===== src/rtl/mode_sequencer.sv =====
// Demo mode sequencer: steps mode_num 0..4 on a debounced button press or an
// auto-step timer, refusing to advance past a stage whose done flag is low.
module mode_sequencer #(
    parameter int DEBOUNCE_CYCLES = 4,
    parameter int AUTO_DELAY      = 16
) (
    input  logic       clk,
    input  logic       rst,
    input  logic       btn_step,
    input  logic       auto_en,
    input  logic [3:0] stage_done,
    output logic [2:0] mode_num,
    output logic       step_ack,
    output logic       blocked,
    output logic       busy,
    output logic       seq_done
);

    localparam int DB_W   = (DEBOUNCE_CYCLES > 1) ? $clog2(DEBOUNCE_CYCLES) : 1;
    localparam int AUTO_W = (AUTO_DELAY > 1) ? $clog2(AUTO_DELAY) : 1;
    localparam logic [DB_W-1:0]   DB_LAST   = DB_W'(DEBOUNCE_CYCLES - 1);
    localparam logic [AUTO_W-1:0] AUTO_LAST = AUTO_W'(AUTO_DELAY - 1);

    typedef enum logic [2:0] {
        M0 = 3'd0,
        M1 = 3'd1,
        M2 = 3'd2,
        M3 = 3'd3,
        M4 = 3'd4
    } state_t;

    state_t              state_q, state_d;
    logic                sync_meta_q, sync_meta_d;
    logic                sync_q, sync_d;
    logic                db_level_q, db_level_d;
    logic                db_prev_q, db_prev_d;
    logic [DB_W-1:0]     db_cnt_q, db_cnt_d;
    logic [AUTO_W-1:0]   auto_cnt_q, auto_cnt_d;
    logic                step_ack_q, step_ack_d;
    logic                blocked_q, blocked_d;

    logic cur_done;
    logic btn_req;
    logic auto_qual;
    logic auto_req;
    logic step_req;
    logic advance;

    always_ff @(posedge clk or posedge rst) begin
        if (rst) begin
            state_q     <= M0;
            sync_meta_q <= 1'b0;
            sync_q      <= 1'b0;
            db_level_q  <= 1'b0;
            db_prev_q   <= 1'b0;
            db_cnt_q    <= '0;
            auto_cnt_q  <= '0;
            step_ack_q  <= 1'b0;
            blocked_q   <= 1'b0;
        end else begin
            state_q     <= state_d;
            sync_meta_q <= sync_meta_d;
            sync_q      <= sync_d;
            db_level_q  <= db_level_d;
            db_prev_q   <= db_prev_d;
            db_cnt_q    <= db_cnt_d;
            auto_cnt_q  <= auto_cnt_d;
            step_ack_q  <= step_ack_d;
            blocked_q   <= blocked_d;
        end
    end

    // Done flag of the stage currently running; mode 4 has no stage behind it.
    always_comb begin
        cur_done = 1'b0;
        case (state_q)
            M0:      cur_done = stage_done[0];
            M1:      cur_done = stage_done[1];
            M2:      cur_done = stage_done[2];
            M3:      cur_done = stage_done[3];
            default: cur_done = 1'b0;
        endcase
    end

    // Any sample matching the accepted level restarts the stability count.
    always_comb begin
        sync_meta_d = btn_step;
        sync_d      = sync_meta_q;
        db_prev_d   = db_level_q;
        db_level_d  = db_level_q;
        db_cnt_d    = db_cnt_q;
        if (sync_q == db_level_q) begin
            db_cnt_d = '0;
        end else if (db_cnt_q == DB_LAST) begin
            db_level_d = sync_q;
            db_cnt_d   = '0;
        end else begin
            db_cnt_d = db_cnt_q + DB_W'(1);
        end
    end

    assign btn_req   = db_level_q & ~db_prev_q;
    assign auto_qual = auto_en & cur_done;
    assign auto_req  = auto_qual & (auto_cnt_q == AUTO_LAST);
    assign step_req  = btn_req | auto_req;
    assign advance   = step_req & cur_done;

    always_comb begin
        auto_cnt_d = auto_cnt_q + AUTO_W'(1);
        if (!auto_qual || auto_req || advance) begin
            auto_cnt_d = '0;
        end
    end

    // Requests that hit an unfinished stage are reported and dropped.
    always_comb begin
        state_d    = state_q;
        step_ack_d = 1'b0;
        blocked_d  = 1'b0;
        if (step_req && (state_q != M4)) begin
            if (cur_done) begin
                step_ack_d = 1'b1;
                case (state_q)
                    M0:      state_d = M1;
                    M1:      state_d = M2;
                    M2:      state_d = M3;
                    default: state_d = M4;
                endcase
            end else begin
                blocked_d = 1'b1;
            end
        end
    end

    assign mode_num = state_q;
    assign step_ack = step_ack_q;
    assign blocked  = blocked_q;
    assign seq_done = (state_q == M4);
    assign busy     = (state_q != M4) & ~cur_done;

endmodule


===== config.mk =====
export PLATFORM = sky130hd
export DESIGN_NAME = mode_sequencer
export DESIGN_NICKNAME = d
export VERILOG_FILES = /design/src/rtl/mode_sequencer.sv
export SDC_FILE = /design/constraint.sdc
export NUM_CORES = 1
export LEC_CHECK = 0
export ABC_AREA = 0
export BUFFER_PORTS_ARGS = -buffer_cell sky130_fd_sc_hd__buf_4
export CAP_MARGIN = 5
export CORE_MARGIN = 2
export CORE_UTILIZATION = 25
export DETAILED_ROUTE_END_ITERATION = 12
export GPL_TIMING_DRIVEN = 0
export PLACE_DENSITY = 0.45
export SLEW_MARGIN = 20
export SYNTH_ARGS = -nofsm -noshare
export SYNTH_HDL_FRONTEND = slang
export SYNTH_SLANG_ARGS = --single-unit

===== constraint.sdc =====
create_clock -name clk -period 3.63 [get_ports clk]
set_input_delay 0.5445 -clock clk [delete_from_list [all_inputs] [get_ports clk]]
set_output_delay 0.5445 -clock clk [all_outputs]
set_load 0.01 [all_outputs]

=== After elaboration in Yosys (flattened, before gate mapping) ===
Index checks and enable logic that the tools add are counted.

* $add $sub $neg: 2
* Multiply operators: 0
* Divide/modulo/power cells: 0
* Order comparisons: 0
* Equal/unequal tests: 8
* Shift-type cells: 0
* Mux-type cells: 9
* Bitwise operators: 9
* Reductions and logical operators: 7

{| class="wikitable"
|+ Operators with widths
! operator !! number
|-
| 3-bit case mux with 3 select lines || 1
|-
| 3-bit by 2-bit equality test with 1-bit output (second input constant) || 2
|-
| 1-bit AND || 5
|-
| 4-bit by 1-bit adder with 4-bit output (second input constant) || 1
|-
| 4-bit equality test (second input constant) || 1
|-
| 1-bit 2-to-1 mux || 4
|-
| 2-bit 2-to-1 mux || 2
|-
| 4-bit 2-to-1 mux || 1
|-
| 1-bit case mux with 4 select lines || 1
|-
| 2-bit AND reduction || 2
|-
| 3-bit by 1-bit equality test with 1-bit output (second input constant) || 1
|-
| 3-bit equality test (second input constant) || 1
|-
| 3-bit logical NOT || 1
|-
| 3-bit inequality test (second input constant) || 1
|-
| 1-bit NOT || 3
|-
| 2-bit by 1-bit adder with 2-bit output (second input constant) || 1
|-
| 2-bit equality test (second input constant) || 1
|-
| 1-bit logical OR || 2
|-
| 1-bit equality test || 1
|-
| 1-bit logical AND || 1
|-
| 1-bit logical NOT || 1
|-
| 1-bit OR || 1
|}

* Bits in registers: 15
* Bits in latches: 0
* Memory bits (writable): 0
* Bits in read-only memories: 0
* Input bits: 8
* Output and inout bits: 7
* Word-level logic and storage cells: 44
* Memories kept: 0

=== Longest topological paths before layout ===
Gate-level depths: netlist of run 1.

* Depth in word-level cells: 8
* Gate-level depth with buffers: 5
* Gate-level depth less buffers: 5

=== Least setup slack after synthesis of run 1 ===
No wires, ideal clock.

* Kind: flip-flop to output port
* From: register state_q[0] (netlist: mode_num[0])
* To: output busy
* Arrival time: 1192 ps
* Data required time: 3086 ps
* Slack: 1894 ps
* Cell stages (with the launch flop): 6
* Path buffers: 1
* Cells stage by stage: dfrtp_1 > buf_6 > and3_4 > nor3_2 > a21oi_1 > nor2_1

* Cells in the longest elaborated chain, start to end: 4
* Elaborated cells on any way between the ends: 8
* Those cells by class: eq/ne (4); mux (1); bitwise (2); reduce/logical (1)

{| class="wikitable"
|+ RTL lines
! element !! RTL line !! source
|-
| start: declaration || 32 || <nowiki>state_t state_q, state_d;</nowiki>
|-
| start signal: assignment || 61 || <nowiki>state_q <= state_d;</nowiki>
|-
| 3-bit by 2-bit equality test with 1-bit output, or another cell as far along || 76 || <nowiki>case (state_q)</nowiki>
|-
| 1-bit case mux with 4 select lines || 76 ||
|-
| 1-bit NOT || 139 || <nowiki>assign busy = (state_q != M4) & ~cur_done;</nowiki>
|-
| 1-bit AND * || 139 ||
|-
| end: declaration || 15 || <nowiki>output logic busy,</nowiki>
|}

Every way passes the cells marked *; elsewhere a longest branch is shown, timed or not.

=== Final worst setup path of run 1 ===
Same ends and word-level chain as after synthesis.

==> flow_metrics.py, run 1 <==
metrics = {
    "status": {
        "status": "finished clean",
    },
    "finish": {
        "antenna_cells": 0,
        "drive_gt1_share_pct": 32.4,
        "final_util_pct": 33.4,
        "final_nets": 85,
        "syn_to_final_growth_pct": 25.3,
    },
    "worst_hold_path": {
        "hold_class": "input port to async pin",
    },
    "timing": {
        "fin_setup_tns_ps": 0,
        "period_needed_ps": 2130,
        "fin_crit_sh_pct": 58.6,
        "slew_violations": 0,
        "setup_viol": 0,
        "rsz0062_at_grt": "false",
        "setup_ws_ps": 1500,
        "hold_viol_final": 0,
        "slew_headroom_pct": 62.2,
        "clock_skew_ps": 0.429,
        "max_freq_mhz": 470,
        "tightest_slew_ps": 566,
    },
    "setup_path": {
        "worst_setup_path_start_kind": "register",
        "crit_arrival_ps": 1580,
        "crit_required_ps": 3090,
        "crit_fanout": 9,
        "path_class": "register to primary output",
        "cp-end-kind": "primary output",
    },
    "grt": {
        "grt_use_total_pct": 8.80,
        "grt_pass1_wl_um": 2100,
        "antenna_found_initial": 0,
        "grt_overflow": 0,
        "grt_pass1_vias": 451,
        "grt_max_degree": 16,
    },
    "power": {
        "power.net_switching_mw": 0.209,
        "pwr-share-seq_pct": 42.3,
        "leakagePower_nw": 0.387,
        "swShare_pct": 35.1,
        "powerDensity_mw_per_mm2": 714,
        "power_mw": 0.596,
        "internal_power_mw": 0.387,
        "worst_ir_drop_vdd_v": 0.000288,
        "p_clk_share_pct": 16.1,
        "p_comb_share_pct": 41.6,
    },
    "cts": {
        "clock-sinks": 15,
        "cts_setup_buffers": 0,
        "hold_buffers": 0,
        "clk_pin_slew_ps": 90,
        "cts_resized": 0,
        "numCtsBuffers": 3,
        "clock_latency_ps": 280,
        "cts_tree": "done",
        "clockBufferDepth": 2,
        "clock-root-buffer": "clkbuf_4",
        "cts-htree-levels": 1,
    },
    "synth": {
        "synth_ff_type": "dfrtp_1",
        "synth_top_area_share_pct": 56.3,
        "syn_nets": 66,
        "ys_types": 29,
        "synth_area_um2": 667,
        "yosysWarnings": 0,
        "yosys_register_bits": 15,
        "synthTopCellsByArea": "dfrtp_1, nor3_1, ha_1",
        "netlist_top_cells_count": "dfrtp_1, nor3_1, a21oi_1, nand2_1",
        "synth_enable_flop_cells": 0,
        "synthArstFlopShare_pct": 100,
        "synth_cells": 56,
        "synth.largest_area_cell": "dfrtp_1",
        "postSynthAreaPerCell_um2": 11.9,
        "yosysSeqAreaShare_pct": 56.3,
        "synth.most_common_cell": "dfrtp_1",
    },
    "placed_design": {
        "dp_slack_ps": 1680,
        "gp_congestion": 0.642,
        "dp_hpwl_um": 846,
        "io_buffers": 14,
    },
    "drt": {
        "drt_iter0_drc": 8,
        "wl_per_cell_um": 11.0,
        "dr_total_vias": 456,
        "wirelength_um": 1150,
        "dr.pass1.iters": 2,
        "routed_via_density": 4.38,
        "ant_nets": 0,
        "route.detailed.drc": 0,
    },
    "flow_run": {
        "cap_violations": 0,
    },
    "floorplan": {
        "initial_utilization_pct": 26.7,
        "die_area_mm2": 0.00310,
        "core_mm2": 0.00250,
        "rows": 18,
        "die-height_um": 55.7,
        "pin_count": 15,
        "chipWidth_um": 55.7,
    },
}
==> layout make-up <==
type                    instances  area, um^2
well taps                      30        37.5
multi-input cells              38         273
flip-flops and latches         15         375
plain buffers                   1        11.3
clock buffers                   4        26.3
inverters                       2        7.51
repair buffers                 14         105
fillers                       261        1660
==> sequential cells by signal, indices dropped and copies added (netlist names) <==
signal      flops
blocked         1
sync_d          1
mode_num        3
db_level_q      1
auto_cnt_q      4
db_prev_q       1
sync_q          1
db_cnt_q        2
step_ack        1
==> per-stage QoR <==
step	cells	hold slack (ps)	instance area, um^2
floorplan	56	331	667
global placement	100	334	810
detailed placement	100	336	810
CTS	104	324	836
global route	104	337	836
finish	104	308	836
==> cells by family after synthesis <==
group,after synthesis,share of synthesized area (%)
AND/OR/NAND/NOR,22,21.2
multiplexers,1,1.69
flip-flops,15,56.3
adder cells (fa/ha/maj),2,3.75
AO/OA/AOI/OAI,10,10.3
buffers and inverters,3,2.81
XOR/XNOR,3,3.94
==> cell usage in the layout, fill, tap and decap left out, types with 2 or more instances in the layout <==
master and instances:
a21oi_1 3, dfrtp_1 15, clkbuf_4 3, nor2b_1 2
inv_1 2, buf_4 14, ha_1 2, nor3_1 6
xnor2_1 2, nand2_1 3
==> layer usage <==
| layer | wire length (um) | GRT usage [%] | vias to the layer above |
|---|---|---|---|
| met3 | 63 | 5.12 | 3 |
| met2 | 491 | 11.4 | 9 |
| met1 | 578 | 12.0 | 212 |
| met4 | 14 | 3.14 | 0 |
| li1 | - | - | 232 |
| met5 | 0 | 0 | - |
==> path summary, 6_finish.rpt <==
check / startpoint / end / slack (ps) / cells after the start
worst min register to register: sync_d$_DFF_PP0_ / sync_q$_DFF_PP0_ / 350 / 0
min in group clk: sync_d$_DFF_PP0_ / sync_q$_DFF_PP0_ / 350 / 0
worst max-delay path: mode_num[0]$_DFFE_PP0P_ / busy / 1500 / 6
worst min-delay path: rst / step_ack$_DFF_PP0_ / 310 / 2
max in group asynchronous: rst / db_cnt_q[0]$_DFF_PP0_ / 2950 / 2
worst max register to register: mode_num[0]$_DFFE_PP0P_ / mode_num[0]$_DFFE_PP0P_ / 2130 / 5
==> power groups by stage <==
| stage | clock (mW) | sequential [mW] | combinational, mW |
|---|---|---|---|
| global route | 0.112 | 0.263 | 0.279 |
| floorplan | 0 | 0.260 | 0.153 |
| CTS | 0.103 | 0.253 | 0.252 |
| finish | 0.0961 | 0.252 | 0.248 |
| detailed placement | 0 | 0.258 | 0.250 |
| global placement | 0 | 0.257 | 0.252 |
==> critical path: stages (launching register included) <==
cell and delay [ps]:
dfrtp_1 390, buf_6 140, nor3b_1 270, nor3_2 100, a21oi_1 180, nor2_1 70
buf_4 140
No activity file was read; power rests on OpenSTA's default activity.
==> run 2: changes to the inputs <==
- clock period: 3.63 -> 2 ns (I/O delays scaled with it)
==> flow_metrics.py, run 2 (synthesis gave the netlist of run 1 again) <==
metrics = {
    "finish": {
        "multiInputGateArea_um2": 284,
        "antenna_cells": 0,
        "nFillCells": 260,
        "largest_reg_flops": 4,
        "layout_common_cells": "dfrtp_1, buf_4, nor3_1",
        "final_util_pct": 33.9,
        "syn_to_final_growth_pct": 27.0,
        "seq_area_um2": 375,
        "largest_register": "auto_cnt_q",
        "final_nets": 85,
        "drive_gt1_share_pct": 33.8,
        "layout_commonest_cell": "dfrtp_1",
    },
    "cts": {
        "clock-root-buffer": "clkbuf_4",
        "clockBufferDepth": 2,
        "clk_pin_slew_ps": 90,
        "numCtsBuffers": 3,
        "hold_buffers": 0,
        "cts_resized": 0,
        "clock-sinks": 15,
        "cts_setup_buffers": 0,
        "cts-htree-levels": 1,
        "clock_latency_ps": 280,
        "cts_tree": "done",
    },
    "drt": {
        "routed_via_density": 4.39,
        "top_layer": "met4",
        "drt-met1-wl_um": 584,
        "wl_met3_um": 63,
        "dr_total_vias": 457,
        "ant_nets": 0,
        "wirelength_um": 1200,
        "route.detailed.drc": 0,
        "wl_met2_um": 534,
        "drt_iter0_drc": 6,
        "dr.pass1.iters": 2,
        "wl_per_cell_um": 11.5,
    },
    "timing": {
        "max_freq_mhz": 529,
        "period_needed_ps": 1890,
        "slew_headroom_pct": 62.2,
        "setup_viol": 0,
        "clock_skew_ps": 0.429,
        "tightest_slew_ps": 566,
        "hold_viol_final": 0,
        "fin_crit_sh_pct": 94.6,
        "slew_violations": 0,
        "setup_ws_ps": 108,
        "timing.hold.ws_ps": 64.3,
    },
    "setup_path": {
        "worst_setup_path_start_kind": "register",
        "worst-path-buf-inv": 2,
        "rr_worst_depth": 4,
        "path_delay_family": "simple AND/OR/NAND/NOR gates",
        "crit_arrival_ps": 1590,
        "crit_path_max_incr_delay_ps": 390,
        "path_cells": "buf_6, and4bb_1, nor3_4, a21oi_1, nor2_1, buf_4",
        "r2r_slack_ps": 480,
        "reg2reg_to": "mode_num[0]$_DFFE_PP0P_",
        "crit_fanout": 9,
        "r2r-start": "mode_num[1]$_DFFE_PP0P_",
        "path_class": "register to primary output",
        "cp-end-kind": "primary output",
        "critPathSlowestCell": "dfrtp_1",
        "crit_required_ps": 1700,
    },
    "power": {
        "worst_ir_drop_vdd_v": 0.000523,
        "leakagePower_nw": 0.392,
        "powerDensity_mw_per_mm2": 1300,
    },
    "grt": {
        "grt_pass1_wl_um": 2100,
        "grt_use_total_pct": 8.80,
        "grt_overflow": 0,
        "grt_max_degree": 16,
        "grt_pass1_vias": 451,
        "antenna_found_initial": 0,
    },
    "flow_run": {
        "cap_violations": 0,
    },
    "floorplan": {
        "die_area_mm2": 0.00310,
        "pin_count": 15,
        "initial_utilization_pct": 26.7,
        "rows": 18,
        "chipWidth_um": 55.7,
        "core_mm2": 0.00250,
        "die-height_um": 55.7,
    },
    "placed_design": {
        "dp_slack_ps": 434,
        "io_buffers": 14,
        "dp_hpwl_um": 846,
        "gp_congestion": 0.642,
    },
    "status": {
        "status": "finished clean",
    },
    "worst_hold_path": {
        "hold_class": "input port to async pin",
    },
}
-- run 2: per-layer routing --
metal	up-vias	global-route usage (%)
met5	-	0
met4	0	3.14
met3	3	5.12
met2	9	11.4
met1	213	12.0
li1	232	-
-- run 2: worst max path at each step --
stage                       startpoint    to  slack [ps]  cells past startpoint
2_1_floorplan  mode_num[0]$_DFFE_PP0P_  busy         510                      5
3_3_place_gp   mode_num[0]$_DFFE_PP0P_  busy         430                      6
3_5_place_dp   mode_num[0]$_DFFE_PP0P_  busy         430                      6
4_1_cts        mode_num[0]$_DFFE_PP0P_  busy         100                      6
5_1_grt        mode_num[0]$_DFFE_PP0P_  busy         -10                      6
6_report       mode_num[0]$_DFFE_PP0P_  busy         110                      6
-- run 2: through the flow --
stage | instance area [um^2] | TNS (ps) | cells | total power [mW]
floorplan | 667 | 0 | 56 | 0.750
global placement | 810 | 0 | 100 | 0.924
detailed placement | 810 | 0 | 100 | 0.922
CTS | 836 | 0 | 104 | 1.10
global route | 847 | -9.99 | 104 | 1.21
finish | 847 | 0 | 104 | 1.10
-- run 2: cell type report --
type | count | share of cell area (%)
flip-flops and latches | 15 | 44.3
multi-input cells | 38 | 33.5
repair buffers | 14 | 12.4
well taps | 30 | 4.43
clock buffers | 4 | 3.10
plain buffers | 1 | 1.33
inverters | 2 | 0.886
-- run 2: where the power goes --
part	switching [mW]	total, mW	leakage, nW	internal, mW
combinational	0.222	0.468	0.187	0.247
sequential	0.0728	0.460	0.190	0.387
clock	0.0964	0.174	0.0150	0.0775
